$ cat config.mk
export PLATFORM = sky130hd
export DESIGN_NAME = alu_op_sequencer
export DESIGN_NICKNAME = d
export VERILOG_FILES = /design/src/rtl/alu_op_sequencer.sv
export SDC_FILE = /design/constraint.sdc
export NUM_CORES = 1
export LEC_CHECK = 0
export ABC_CLOCK_PERIOD_IN_PS = 7400
export BUFFER_PORTS_ARGS = -buffer_cell sky130_fd_sc_hd__buf_4
export CORE_AREA = 2 2 81 83
export CTS_BUF_LIST = sky130_fd_sc_hd__clkbuf_8
export DETAILED_ROUTE_END_ITERATION = 8
export DIE_AREA = 0 0 83 85
export GPL_TIMING_DRIVEN = 0
export PLACE_DENSITY = 0.82
export SLEW_MARGIN = 20
export SYNTH_ARGS = -nofsm -noshare
export SYNTH_HDL_FRONTEND = slang
export SYNTH_SLANG_ARGS = --single-unit
$ cat constraint.sdc
create_clock -name clk -period 7.4 [get_ports clk]
set_clock_uncertainty 0.1 [all_clocks]
set_input_delay 1.85 -clock clk [delete_from_list [all_inputs] [get_ports clk]]
set_output_delay 1.85 -clock clk [all_outputs]
set_load 0.05 [all_outputs]
$ cat src/rtl/alu_op_sequencer.sv
// alu_op_sequencer: drives the shared 8-bit combinational ALU for one
// 6502-class ALU instruction per request. It runs one or two ALU passes,
// then registers the result, the N/Z/C/V flags and a one-cycle done pulse.
//
// Handshake: start is sampled only while busy=0 (state IDLE); the op,
// operands and flags are latched on that edge and later input changes are
// ignored. busy is high while the op runs. done pulses for exactly one cycle
// when result/flags become valid. result and flags hold until the next
// accepted start. start while busy is dropped; there is no queueing.
module alu_op_sequencer #(
  parameter int WIDTH = 8
) (
  input  logic             clk,
  input  logic             rst,
  input  logic             start,
  input  logic [3:0]       op,
  input  logic [WIDTH-1:0] a_in,
  input  logic [WIDTH-1:0] b_in,
  input  logic             c_in,
  input  logic             v_in,
  output logic             alu_sum_en,
  output logic             alu_and_en,
  output logic             alu_eor_en,
  output logic             alu_or_en,
  output logic             alu_sr_en,
  output logic             alu_inv_en,
  output logic [WIDTH-1:0] alu_a,
  output logic [WIDTH-1:0] alu_b,
  output logic             alu_cin,
  input  logic [WIDTH-1:0] alu_res,
  input  logic             alu_cout,
  output logic             busy,
  output logic             done,
  output logic [WIDTH-1:0] result,
  output logic             result_we,
  output logic             n_out,
  output logic             z_out,
  output logic             c_out,
  output logic             v_out,
  output logic             illegal,
  output logic [1:0]       dbg_state
);

  typedef enum logic [1:0] {
    ST_IDLE  = 2'd0,
    ST_EXEC1 = 2'd1,
    ST_EXEC2 = 2'd2,
    ST_DONE  = 2'd3
  } state_t;

  localparam logic [3:0] OP_ADC = 4'd0;
  localparam logic [3:0] OP_SBC = 4'd1;
  localparam logic [3:0] OP_AND = 4'd2;
  localparam logic [3:0] OP_ORA = 4'd3;
  localparam logic [3:0] OP_EOR = 4'd4;
  localparam logic [3:0] OP_CMP = 4'd5;
  localparam logic [3:0] OP_ASL = 4'd6;
  localparam logic [3:0] OP_LSR = 4'd7;
  localparam logic [3:0] OP_ROL = 4'd8;
  localparam logic [3:0] OP_ROR = 4'd9;
  localparam logic [3:0] OP_INC = 4'd10;
  localparam logic [3:0] OP_DEC = 4'd11;
  localparam logic [3:0] OP_BIT = 4'd12;

  localparam int MSB = WIDTH - 1;

  state_t           state;
  logic [3:0]       op_q;
  logic [WIDTH-1:0] a_q, b_q, res_q;
  logic             c_q, v_q, cout_q, save_c;

  // Final flag values, computed from the latched operands and ALU result
  logic             is_ill, nxt_n, nxt_z, nxt_c, nxt_v, nxt_we;

  assign busy      = (state != ST_IDLE);
  assign dbg_state = state;

  // Flag rules per opcode; consumed only in DONE
  always_comb begin
    is_ill = (op_q > OP_BIT);
    nxt_n  = res_q[MSB];
    nxt_z  = (res_q == '0);
    nxt_c  = c_q;
    nxt_v  = v_q;
    nxt_we = 1'b1;
    case (op_q)
      OP_ADC: begin
        nxt_c = cout_q;
        nxt_v = (a_q[MSB] == b_q[MSB]) && (res_q[MSB] != a_q[MSB]);
      end
      OP_SBC: begin
        nxt_c = cout_q;
        nxt_v = (a_q[MSB] == ~b_q[MSB]) && (res_q[MSB] != a_q[MSB]);
      end
      OP_CMP: begin
        nxt_c  = cout_q;
        nxt_we = 1'b0;
      end
      OP_ASL, OP_ROL, OP_LSR: nxt_c = cout_q;
      OP_ROR: nxt_c = save_c;
      OP_BIT: begin
        nxt_z  = ((a_q & b_q) == '0);
        nxt_n  = b_q[MSB];
        nxt_v  = b_q[MSB-1];
        nxt_we = 1'b0;
      end
      default: begin
        if (is_ill) nxt_we = 1'b0;
      end
    endcase
  end

  // Sequencer FSM: latch request, drive ALU passes, register result and flags
  always_ff @(posedge clk or posedge rst) begin
    if (rst) begin
      state      <= ST_IDLE;
      op_q       <= '0;
      a_q        <= '0;
      b_q        <= '0;
      c_q        <= 1'b0;
      v_q        <= 1'b0;
      res_q      <= '0;
      cout_q     <= 1'b0;
      save_c     <= 1'b0;
      alu_sum_en <= 1'b0;
      alu_and_en <= 1'b0;
      alu_eor_en <= 1'b0;
      alu_or_en  <= 1'b0;
      alu_sr_en  <= 1'b0;
      alu_inv_en <= 1'b0;
      alu_a      <= '0;
      alu_b      <= '0;
      alu_cin    <= 1'b0;
      done       <= 1'b0;
      result     <= '0;
      result_we  <= 1'b0;
      n_out      <= 1'b0;
      z_out      <= 1'b0;
      c_out      <= 1'b0;
      v_out      <= 1'b0;
      illegal    <= 1'b0;
    end else begin
      case (state)
        ST_IDLE: begin
          done      <= 1'b0;
          result_we <= 1'b0;
          illegal   <= 1'b0;
          if (start) begin
            op_q  <= op;
            a_q   <= a_in;
            b_q   <= b_in;
            c_q   <= c_in;
            v_q   <= v_in;
            state <= ST_EXEC1;
            // EXEC1 controls are set up on the accepting edge
            alu_sum_en <= 1'b0;
            alu_and_en <= 1'b0;
            alu_eor_en <= 1'b0;
            alu_or_en  <= 1'b0;
            alu_sr_en  <= 1'b0;
            alu_inv_en <= 1'b0;
            alu_a      <= a_in;
            alu_b      <= b_in;
            alu_cin    <= 1'b0;
            case (op)
              OP_ADC: begin alu_sum_en <= 1'b1; alu_cin <= c_in; end
              OP_SBC: begin alu_sum_en <= 1'b1; alu_inv_en <= 1'b1; alu_cin <= c_in; end
              OP_CMP: begin alu_sum_en <= 1'b1; alu_inv_en <= 1'b1; alu_cin <= 1'b1; end
              OP_AND, OP_BIT: alu_and_en <= 1'b1;
              OP_ORA: alu_or_en  <= 1'b1;
              OP_EOR: alu_eor_en <= 1'b1;
              OP_ASL: begin alu_sum_en <= 1'b1; alu_b <= a_in; end
              OP_ROL: begin alu_sum_en <= 1'b1; alu_b <= a_in; alu_cin <= c_in; end
              OP_LSR, OP_ROR: begin alu_sr_en <= 1'b1; alu_b <= '0; end
              OP_INC: begin alu_sum_en <= 1'b1; alu_b <= '0; alu_cin <= 1'b1; end
              OP_DEC: begin alu_sum_en <= 1'b1; alu_b <= '1; end
              default: begin alu_a <= '0; alu_b <= '0; end
            endcase
          end
        end
        ST_EXEC1: begin
          res_q      <= alu_res;
          cout_q     <= alu_cout;
          alu_sum_en <= 1'b0;
          alu_and_en <= 1'b0;
          alu_eor_en <= 1'b0;
          alu_sr_en  <= 1'b0;
          alu_inv_en <= 1'b0;
          alu_cin    <= 1'b0;
          if (op_q == OP_ROR) begin
            // Second pass ORs the old carry into bit 7; alu_a holds the
            // shifted value and save_c the bit shifted out
            save_c    <= alu_cout;
            alu_or_en <= 1'b1;
            alu_a     <= alu_res;
            alu_b     <= {c_q, {(WIDTH-1){1'b0}}};
            state     <= ST_EXEC2;
          end else begin
            alu_or_en <= 1'b0;
            alu_a     <= '0;
            alu_b     <= '0;
            state     <= ST_DONE;
          end
        end
        ST_EXEC2: begin
          res_q     <= alu_res;
          alu_or_en <= 1'b0;
          alu_a     <= '0;
          alu_b     <= '0;
          state     <= ST_DONE;
        end
        ST_DONE: begin
          done      <= 1'b1;
          illegal   <= is_ill;
          result_we <= nxt_we;
          result    <= is_ill ? a_q : res_q;
          if (!is_ill) begin
            n_out <= nxt_n;
            z_out <= nxt_z;
            c_out <= nxt_c;
            v_out <= nxt_v;
          end
          state <= ST_IDLE;
        end
        default: state <= ST_IDLE;
      endcase
    end
  end

endmodule

==> flow_results.org, run 1 <==
** Placed design
- Post-Place Cells :: 470
- Buffers added on ports :: between 70 and 80
- HPWL after DPL :: 6428 um
- Routability congestion estimate :: 0.8750

** Clock tree
- Later-pin clock latency in the skew report :: 0.35 ns
- Post-CTS resize count :: 0
- Maximum buffer depth of the clock tree :: 2
- H-tree Lvls :: 3
- The tree is rooted in a clkbuf_8.
- The number of setup buffers added after CTS is 0.
- The clock net in this run drives a total of 72 sinks.
- Inserted Clock Buffers :: 9
- CTS tree :: done
- Buffers inserted to repair hold after CTS numbered 0.
- CTS clock-pin slew for the worst setup and hold paths :: 0.08 ns

** STA
- The number of hold violations in the final report was 0.
- After routing, the total negative slack on setup checks comes to 0 ns.
- Post-route fraction of the period consumed by the critical path :: 46.73%
- Setup violations remaining at the end of the flow were counted as 0.
- In this run the tightest slew margin relative to its limit is 57.31%.
- Setup repair after global routing left no endpoint under its margin.
- Based on the critical path, the design can be clocked at up to between 200 and 300 MHz.
- Actual transition at the worst max-transition pin :: 0.6360 ns
- Final number of max-transition violations :: 0
- Min cycle time layout :: between 3 and 4 ns

** Layout
- NumNets Final :: around 440
- Area delta synth->final :: 24.53%
- Of the cells placed in the final design, the portion with a size suffix greater than 1 is a little over a third.
- Layout filler cell count :: around 470
- Area used by multi-input combinational logic :: 0.001597 mm2
- Area used by sequential logic in the layout :: between 0.0015 and 0.002 mm2
- The finished layout holds 486 standard cells, fillers aside.
- The repair_antennas step left the layout with diodes totalling 0.

** Logic synthesis
- The share of the Yosys chip area taken by registers is between 50% and 60%.
- By area, the combinational part of the netlist is dominated by compound AO/OA/AOI/OAI gates.
- A synthesized cell averages 11.16 um2.
- In this run, synthesis inferred 0 flip-flops with an integrated enable.
- Yosys printed 0 warnings.
- Combined area of all synthesized cells :: 0.003560 mm2
- For this run, the leading register cell type out of synthesis is dfrtp_1.
- The synthesized netlist devotes 10.93% of its cell area to simple gates.
- When the netlist entered floorplanning its net count stood at 356.
- In this run, distinct cell masters in the synthesized netlist total 50.
- In this run, synthesis produced a sequential element count of a little over 70.
- Complex-gate fraction of the synthesized area :: 18.70%
- Share of flip-flops with an asynchronous set or reset after synthesis :: 100.0%
- The portion of synthesized area spent on multiplexers is 13.92%.
- Post-synthesis cell count :: 319
- The synthesized netlist devotes 0.2460% of its cell area to XOR and XNOR gates.
- Adder-cell area share of the yosys netlist :: 1.054%

** Power and ir drop
- Leakage dissipation :: 2.035 nW
- Combinational logic burns 52.0% of the power.
- Power share of the sequential group :: 32.6%
- For this design the ratio of total power to cell area is around 480 mW/mm2.
- Clock share of power :: roughly 15%
- Total net switching power :: 0.9765 mW
- The internal portion of the total power is between 1 and 1.5 mW.
- Maximum VDD drop :: approximately 290 uV
- In this run switching power makes up 46.04% of total power.

** Global routing
- Entering global routing, the biggest net connects 40 pins.
- Wire length of the first global-routing pass :: 14800 um
- Remaining global-route overflow :: 0
- Initial antenna violation count :: 0
- Number of global-route vias before repair :: between 3000 and 4000
- Total routing usage reported by global routing :: around a quarter

** Floorplanning
- Site row count :: 29
- Starting Density :: 57.37%
- The region available for standard cell placement spans 0.006205 mm2.
- From bottom edge to top edge, the die measures 85 um.
- 75 I/O pins were placed.
- Measured along the x axis, the die boundary spans around 83 um.
- Full die area :: about 0.0071 mm2

** Drt
- In the final routed layout, each cell accounts on average for 18.21 um.
- For this block, the routed nets add up to 8848 um of wire.
- Ratio of routed vias to standard cells :: 6.058
- Before antenna repair, the detailed router went through 5 iterations.
- After the first detailed-routing iteration, the DRC count stood at 262.
- Drt drc :: 0
- The routed layout has 2944 vias.
- In this run the remaining antenna-violating nets after routing total 0.

** Setup path
- Number of cells on the worst reg-to-reg path :: 7
- STA classifies the critical path startpoint as a register.
- Reg-to-reg critical path startpoint :: dbg_state[0]
- End of the worst register-to-register path :: alu_b[3]
- The most critical setup path has its endpoint at busy.
- CP required :: 5.45 ns
- The worst setup path is captured at a primary output.
- Worst path arrival time :: approximately 1.5 ns
- Worst-case register-to-register setup slack :: around 5.0 ns
- Crit-path max FO :: 7
- The critical path is of the reg -> out type.
- Timing startpoint of the critical path :: dbg_state[1]

** Run status
- Run status :: complete, no violations

** Run
- # Max-Cap Violations :: 0

** Min path
- The tightest min-delay check is of the reg -> reg type.
flip-flops by register name (all words and copies together), names as in the netlist, 2 cells and up:
signal and cells:
a_q 8, alu_a 8, alu_b 8, b_q 8, dbg_state 2, op_q 4, res_q 8, result 8
metrics by stage:
stage | hold slack [ns] | total power, mW | area [um2] | worst slack [ns] | utilization (%)
6_report | 0.3899 | 2.121 | 4433 | 3.942 | 71.45
5_1_grt | 0.4265 | 2.243 | 4433 | 3.835 | 71.45
4_1_cts | 0.3971 | 2.120 | 4433 | 3.931 | 71.45
3_5_place_dp | 0.3788 | 1.789 | 4227 | 3.821 | 68.12
3_3_place_gp | 0.3645 | 1.746 | 4204 | 2.839 | 67.76
2_1_floorplan | 0.3799 | 1.467 | 3560 | 3.625 | -
worst min path at each step:
stage / startpoint / to / slack, ns / depth (start not counted)
finish: z_out / z_out / 0.39 / 1
global route: alu_b[3] / alu_b[3] / 0.43 / 2
CTS: z_out / z_out / 0.40 / 1
detailed placement: done / done / 0.38 / 2
global placement: done / done / 0.36 / 2
floorplan: b_q[0] / b_q[0] / 0.38 / 1
cell usage after synthesis (2+ instances only):
cell type      instances  area share [%]
o21ai_0               10             1.4
nor4_1                 4            0.70
o221ai_2               7             3.0
nand3_1                2            0.28
nor2_1                15             1.6
clkbuf_1              15             1.6
o21a_1                 2            0.42
dlygate4sd1_1          2            0.49
and3b_2                2            0.56
nand2_1               28             3.0
o21ai_1               11             1.5
mux2_2                32              10
a21oi_1               21             3.0
nand4_1                3            0.53
o211ai_1               3            0.63
inv_1                  8            0.84
a32o_1                 2            0.56
nor2b_1                8             1.4
a22oi_1               12             2.5
buf_2                  3            0.42
a22o_1                 3            0.74
mux2i_1               12             3.4
a32oi_1                9             2.2
nand2b_1               3            0.53
clkbuf_8               2            0.77
dfrtp_1               72              51
ha_1                   3             1.1
and2_1                 2            0.35
a2111oi_0              2            0.49
cell type report:
cell class,count,share of cell area [%]
Sequential cell,72,40.64
Multi-Input combinational cell,215,36.01
Timing Repair Buffer,74,12.81
Clock buffer,11,3.415
Buffer,24,2.964
Tap cell,77,2.173
Clock inverter,5,1.242
Inverter,8,0.7338
cells by family after synthesis:
| logic type | Yosys count |
|---|---|
| and+or+nand+nor | 76 |
| muxes | 45 |
| xor gates and xnor gates | 1 |
| adders and majority gates | 3 |
| DFF | 72 |
| AOI/OAI and AO/OA | 90 |
| buffers and inverters | 32 |
layout by cell type, fill, tap and decap left out, drive strengths merged, types with 2 or more instances in the layout:
cell type and n:
or2 2, a32oi 9, o21ai 21, nand3 2
a2111oi 2, a32o 2, dfrtp 72, mux2i 12
o211ai 3, o21a 2, nor2 15, nand4 3
a21oi 21, ha 3, clkbuf 28, and3b 2
mux2 33, a22oi 12, nor2b 8, nand2 29
nor4 4, a22o 3, buf 79, and2 2
inv 10, dlygate4sd1 2, nand2b 3, o221ai 7
routing by layer:
| metal | part of all wire [%] | vias up | global-route usage [%] |
|---|---|---|---|
| met3 | 5.3 | 17 | 5.447 |
| met5 | 0 | - | 0 |
| met1 | 43 | 1466 | 35.50 |
| met2 | 49 | 109 | 42.16 |
| met4 | 2.5 | 0 | 12.37 |
| li1 | - | 1352 | - |
power groups by stage:
| stage | logic (mW) | registers, mW | clock network [mW] |
|---|---|---|---|
| CTS | 1.10 | 0.688 | 0.328 |
| floorplan | 0.546 | 0.921 | 0 |
| finish | 1.10 | 0.691 | 0.327 |
| detailed placement | 1.09 | 0.694 | 0 |
| global placement | 1.06 | 0.684 | 0 |
| global route | 1.18 | 0.714 | 0.347 |
critical path, cell delays in order, from the launching register on:
cell and delay [ns]:
dfrtp_1 0.42, inv_1 0.11, ha_1 0.30, inv_1 0.11, buf_4 0.20
Note: power is estimated with default switching activity, not from simulation.
==> run 2, diff against run 1 <==
Settings changed: ABC_CLOCK_PERIOD_IN_PS 7400 to 3400, CORE_AREA 2 2 81 83 to 2 2 83 85, DIE_AREA 0 0 83 85 to 0 0 85 87, PLACE_DENSITY 0.82 to 0.78.
Clock period 7.4 ns to 3.4 ns, I/O delays scaled along.
==> run 2 against run 1 <==
  * Final area grew 0.42%
  * Die area grew 4.8%
  * Core utilization shrank 3.7 points
  * Clock power grew 130%
  * Critical path depth is the same
  * Cell count grew 0.62%
  * Wire length shrank 3.8%
  * Sequential share of layout area shrank 0.17 points
  * Non-clock buffer count is the same
==> flow_results.org, run 2 (synthesized netlist as in run 1, its figures left out) <==
** Global routing
- The residual overflow from global routing came to 0 (unchanged).
- The overall track demand over capacity in global routing came to 23.94% (-2.6 points).
- Pin count of the biggest net entering global routing :: 45 (+13%)
- Wire length of the first global-routing pass :: 13670 um (-7.6%)
- The via count of the first global-routing pass is 2720 (-9.8%).
- Initial antenna violation count :: 0 (unchanged)

** Layout
- The count of placed standard cells in the final layout, fillers left out is 489 (+0.62%).
- Antenna cell count :: 0 (unchanged)
- The number of nets in the layout was 441 (unchanged).
- Highest-count cells in the layout ignoring fill and taps :: buf_4, dfrtp_1, mux2_2, nand2_1, a21oi_1
- Most common cell after layout, fill and taps aside :: buf_4
- Area delta synth->final :: 25.06%
- Layout cell share with drive strength beyond 1 :: 34.72% (unchanged)

** Floorplanning
- The placeable core region is 0.006569 mm2 (+5.9%).
- Site row count :: 30 (+3.4%)
- The initial standard-cell utilization of the core came to 54.19% (-3.2 points).
- The die boundary width came to 85 um (+2.4%).
- I/O Pins :: 75 (unchanged)
- Full die area :: 0.007395 mm2 (+4.8%)
- The height of the die is 87 um (+2.4%).

** Drt
- Detailed Routing Iterations Pass 1 :: 5 (unchanged)
- The total DRC errors in the routed layout was 0 (unchanged).
- The number of vias in the routed layout was 2878 (-2.2%).
- Final ANT Viol Nets :: 0 (unchanged)
- The routed length per placed instance is 17.41 um (-4.4%).
- Violation count after the first detailed-routing iteration :: 215 (-18%)
- Ratio of routed vias to standard cells :: 5.885 (-2.8%)
- Total wire length after detailed routing :: 8513 um (-3.8%)

** STA
- The final number of max-transition violations came to 0 (unchanged).
- The final critical path takes up between 70% and 80% of the cycle.
- The number of hold violations in the final report is 0 (unchanged).
- For the finished layout, the period the worst path requires is 2.439 ns.
- Maximum clock frequency :: 410.0 MHz
- Actual transition at the worst max-transition pin :: 0.6738 ns (+0.03776 ns)
- Setup repair after global routing left no endpoint under its margin.
- Slew Limit Headroom :: 54.78% (-2.5 points)
- The final count of negative-setup-slack endpoints is 0 (unchanged).
- Setup_tns :: 0 ns (unchanged)

** Power and ir drop
- Sw Ratio :: 45.10% (-0.94 points)
- Combinational power share :: 51.4% (-0.6 points)
- Total net switching power :: 2.088 mW (+110%)
- The peak ir drop on the vdd network was 513.4 uV (+78%).
- Power Internal :: 2.542 mW (+120%)
- Leakage dissipation :: 2.038 nW (+0.13%)
- The relative contribution of the clock network to total power was 16.4% (+1.0 points).
- Power share of the sequential group :: 32.2% (-0.4 points)
- The power per standard cell area is 1040 mW/mm2 (+120%).

** Clock tree
- The number of buffers added for setup after CTS was 0 (unchanged).
- The number of clock buffers inserted by TritonCTS came to 9 (unchanged).
- H-tree Lvls :: 3 (unchanged)
- The clock net sink count is 72 (unchanged).
- The quantity of gates resized following cts is 0 (unchanged).
- The cts-stage hold buffer count is 0 (unchanged).
- Later-pin clock latency in the skew report :: 0.36 ns (about the same)
- The clock tree buffer depth was 2 (unchanged).
- CTS Root Buffer Type :: clkbuf_8
- TritonCTS built the clock tree.
- CTS clock-pin slew for the worst setup and hold paths :: 0.08 ns (about the same)

** Setup path
- WP buf/inv :: 3 (unchanged)
- The worst register-to-register path ends at alu_b[3].
- The critical path goes through inv_1 > ha_1 > inv_1 > buf_4.
- The cell that appears most often on the critical path is inv_1.
- The slowest stage of the critical path belongs to the cell dfrtp_1.
- Cell family with most CP delay :: flip-flops
- The setup path with the least slack is of type reg -> out.
- The cell depth of the worst flop-to-flop path came to 7 (unchanged).
- The data required time of the critical path came to 2.45 ns (-3.00 ns).
- Total stage count of the critical path :: 4 (unchanged)
- The critical path arrival came to 1.49 ns (-0.02 ns).
- Type of destination of the critical path :: primary output
- Reg-to-reg critical path startpoint :: dbg_state[0]
- The reg2reg setup slack was 1.01 ns (-3.98 ns).
- The highest fanout seen on the critical path came to 7 (unchanged).
- STA classifies the critical path startpoint as a register.
- The delay of the slowest critical-path stage is 0.44 ns (+0.02 ns).

** Min path
- The worst hold path belongs to the class in -> async.

** Placed design
- Routability congestion estimate :: 0.7951 (-9.1%)
- The number of port buffers came to 73 (unchanged).
- HPWL after DPL :: 6267 um (-2.5%)
- The number of placed cells counting well taps came to 473 (+0.64%).

** Run
- The number of maximum-capacitance constraint violations came to 0 (unchanged).

** Run status
- The run finished with clean final reports.
[run 2: worst max path at each step]
stage | from | end | slack [ns]
floorplan | rst | a_q[0] | 0.63
global placement | rst | b_q[3] | -0.19
detailed placement | op[0] | alu_b[3] | 0.83
CTS | dbg_state[0] | busy | 0.94
global route | dbg_state[1] | alu_b[5] | 0.82
finish | dbg_state[0] | busy | 0.96
[run 2: per-stage QoR]
step | utilization, % | instance area, um2 | hold slack (ns) | setup slack, ns | total power, mW
global placement | 64.06 | 4208 | 0.3642 | -0.1895 | 3.807
CTS | 67.77 | 4452 | 0.3906 | 0.9418 | 4.630
global route | 67.77 | 4452 | 0.4063 | 0.8250 | 4.875
floorplan | - | 3560 | 0.3799 | 0.6251 | 3.194
finish | 67.77 | 4452 | 0.3839 | 0.9607 | 4.630
detailed placement | 64.40 | 4230 | 0.3740 | 0.8268 | 3.878
[run 2: power by group through the flow]
stage	clock network, mW	logic [mW]	registers, mW
floorplan	0	1.19	2.00
global placement	0	2.32	1.49
detailed placement	0	2.37	1.51
CTS	0.764	2.38	1.49
global route	0.796	2.54	1.54
finish	0.760	2.38	1.49
[run 2: area by class of cell]
cell class              count  area (um2)
inverters                   8       32.53
fillers                   522        2117
repair buffers             74       568.0
clock buffers              10       137.6
multi-input cells         215        1597
clock inverters             6       83.83
well taps                  80       100.1
plain buffers              24       131.4
flip-flops and latches     72        1802
[run 2: layer usage]
layer / GRT usage, % / wire length (um) / vias to the layer above
met2: 37.22 / 3951 / 114
met3: 3.318 / 467 / 14
met5: 0 / 0 / -
met4: 11.26 / 202 / 0
met1: 33.44 / 3891 / 1398
li1: - / - / 1352
[run 2: worst register-to-register path: cells and delay by family, from the launching register on]
kind | cells | cell delay (ns)
AOI/OAI and AO/OA | 2 | 0.54
adders and majority gates | 1 | 0.30
buffers and inverters | 3 | 0.80
DFF | 1 | 0.44
and+or+nand+nor | 1 | 0.14
==> run 3, diff against run 2 <==
Settings changed: ABC_CLOCK_PERIOD_IN_PS 3400 to 2000, CORE_AREA 2 2 83 85 to 2 2 87 89, DIE_AREA 0 0 85 87 to 0 0 89 91, PLACE_DENSITY 0.78 to 0.75.
Clock period 3.4 ns to 2 ns, I/O delays scaled along.
==> run 3 against run 2 <==
  * Via count barely moved
  * Cell count up 4.5%
  * Register-to-register slack worse by 0.93 ns
  * Sequential power increased by 77%
  * Non-clock buffer count is 4 higher
  * Die area is 9.5% higher
  * Sequential share of layout area decreased by 1.1 points
  * Clock power rose by 66%
  * Hold slack worse by 0.35 ns
  * Setup slack lost 0.88 ns
  * Critical path type is now reg -> reg
  * Critical endpoint is now a_q[4]
==> flow_results.org, run 3 (synthesized netlist as in run 1, its figures left out) <==
** Global routing
- The via count of the first global-routing pass was 2843 (+4.5%).
- The wire length of the first global-routing pass is 14520 um (+6.2%).
- The residual overflow from global routing is 0 (unchanged).
- Pin count of the biggest net entering global routing :: 35 (-22%)
- The number of antenna violations at the first check in global routing is 0 (unchanged).
- The overall track demand over capacity in global routing came to 23.24% (-0.70 points).

** Floorplanning
- Starting Density :: 49.88% (-4.3 points)
- I/O Pins :: 75 (unchanged)
- Vertical die dimension :: 91 um (+4.6%)
- The die boundary width is 89 um (+4.7%).
- The floorplan die area came to 0.008099 mm2 (+9.5%).
- Site row count :: 31 (+3.3%)
- Core area :: 0.007137 mm2 (+8.6%)

** Drt
- Total via count after detailed routing :: 2879 (+0.035%)
- The violation count after the first detailed-route iteration came to 156 (-27%).
- Ratio of routed vias to standard cells :: 5.634 (-4.3%)
- The total DRC errors in the routed layout came to 0 (unchanged).
- The routed length per placed instance came to 17.26 um (-0.88%).
- Total wire length after detailed routing :: 8818 um (+3.6%)
- The number of detailed-routing iterations run before antenna repair is 5 (unchanged).
- Final ANT Viol Nets :: 0 (unchanged)

** STA
- Final number of max-transition violations :: 0 (unchanged)
- Slew Limit Headroom :: 59.57% (+4.8 points)
- Maximum clock frequency :: 520.1 MHz
- Setup repair after global routing left no endpoint under its margin.
- Post-route worst setup slack :: 0.07713 ns (-0.8836 ns)
- The number of hold violations in the final report was 0 (unchanged).
- Minimum hold slack :: 0.03012 ns (-0.3538 ns)
- Min cycle time layout :: a little under 2 ns
- Dividing the final minimum period by the clock period gives between 90% and 100%.
- Final count of negative-setup-slack endpoints :: 0 (unchanged)
- The slew of the pin with the lowest slew margin was 0.6065 ns (-0.06728 ns).

** Setup path
- Element type at the critical path start :: register
- Timing startpoint of the critical path :: dbg_state[1]
- In this run the critical register-to-register path is captured at a_q[4].
- The reg2reg setup slack is 0.08 ns (-0.93 ns).
- Crit-path max FO :: 10 (+3)
- The cell depth of the worst flop-to-flop path is 6 (-1).
- Kind of critical path :: reg -> reg
- The critical path ends at a_q[4].
- Worst path arrival time :: 2.05 ns (+0.56 ns)
- CP required :: 2.13 ns (-0.32 ns)
- The startpoint identified for the worst register-to-register timing path is dbg_state[1].
- The worst setup path is captured at a register.

** Power and ir drop
- Leakage dissipation :: 2.075 nW (+1.8%)
- The peak ir drop on the vdd network came to 694.4 uV (+35%).
- The power per standard cell area is 1764 mW/mm2 (+70%).
- The total power of the final layout was 8.091 mW (+75%).

** Min path
- The tightest min-delay check is of the in -> async type.

** Clock tree
- TritonCTS built the clock tree.
- H-tree Lvls :: 3 (unchanged)
- The clock tree buffer depth is 2 (unchanged).
- Inserted Clock Buffers :: 9 (unchanged)
- The tree is rooted in a clkbuf_8.
- The clock latency reported for the late side of the worst-skew pair is 0.34 ns (-0.02 ns).
- The clock net sink count came to 72 (unchanged).
- The clock-pin slew reported for the worst setup and hold paths after clock tree synthesis came to 0.07 ns (about the same).

** Layout
- The final standard cell area without fillers came to 0.004586 mm2 (+3.0%).
- The share of the core filled with cells is 64.25% (-3.5 points).
- Antenna cell count :: 0 (unchanged)
- Most common cell after layout, fill and taps aside :: buf_4
- Highest-count cells in the layout ignoring fill and taps :: buf_4, dfrtp_1, mux2_2, nand2_1, a21oi_1
- The number of nets in the layout came to 445 (+0.91%).
- Compared with the post-synthesis result, the final layout area differs by 28.82%.
- Layout cell share with drive strength beyond 1 :: 39.32% (+4.6 points)

** Run
- The number of maximum-capacitance constraint violations is 0 (unchanged).

** Run status
- Run status :: complete, no violations

** Placed design
- Buffers added on ports :: 73 (unchanged)
- Standard cell area after detailed placement :: 0.004298 mm2 (+1.6%)
- Routability congestion estimate :: 0.8087 (+1.7%)
- HPWL after DPL :: 6528 um (+4.2%)
- The worst slack at placement was -0.2285 ns (-1.055 ns).
==> run 3: per-stage QoR <==
stage	instances	TNS, ns
after floorplan	319	-0.5501
after global placement	491	-2.500
after detailed placement	493	-3.051
after CTS	513	0
after global routing	511	0
final	511	0
==> run 3: repair_timing <==
item	4_1_cts	5_1_grt
hold buffers	0	0
pin swaps	2	3
buffers inserted	5	3
resized for setup	4	11
endpoints found under the setup margin	17	29
==> run 3: worst min-delay path by stage <==
stage / start / endpoint / cells after the start
floorplan: b_q[0] / b_q[0] / 1
global placement: done / done / 2
global route: rst / result[4] / 2
finish: rst / result[4] / 2
CTS: rst / result[4] / 2
detailed placement: done / done / 2
==> run 3: critical path, cell delays in order (launching register included) <==
cell and delay [ns]:
dfrtp_2 0.41, inv_4 0.05, ha_4 0.18, nand2_8 0.08, buf_4 0.14, buf_1 0.43
mux2_2 0.40
==> run 3: final cells by class <==
| type | count | area [um2] |
|---|---|---|
| inverters | 8 | 36.28 |
| clock inverters | 5 | 81.33 |
| plain buffers | 19 | 111.4 |
| well taps | 99 | 123.9 |
| fillers | 595 | 2551 |
| clock buffers | 10 | 137.6 |
| repair buffers | 83 | 648.1 |
| multi-input cells | 215 | 1642 |
| flip-flops and latches | 72 | 1805 |
==> run 3: report_power, final <==
| part | leakage, nW | internal, mW | total (mW) | switching, mW |
|---|---|---|---|---|
| clock network | 0.108 | 0.729 | 1.26 | 0.531 |
| logic | 1.08 | 1.65 | 4.19 | 2.55 |
| registers | 0.886 | 2.09 | 2.64 | 0.543 |
==> run 3: routing by layer <==
layer / GRT usage [%] / part of all wire (%) / up-vias / wire [um]
met2: 35.57 / 50 / 95 / 4366
li1: - / - / 1355 / -
met3: 3.091 / 4.5 / 10 / 395
met1: 33.29 / 44 / 1419 / 3923
met4: 9.328 / 1.5 / 0 / 132
met5: 0 / 0 / - / 0
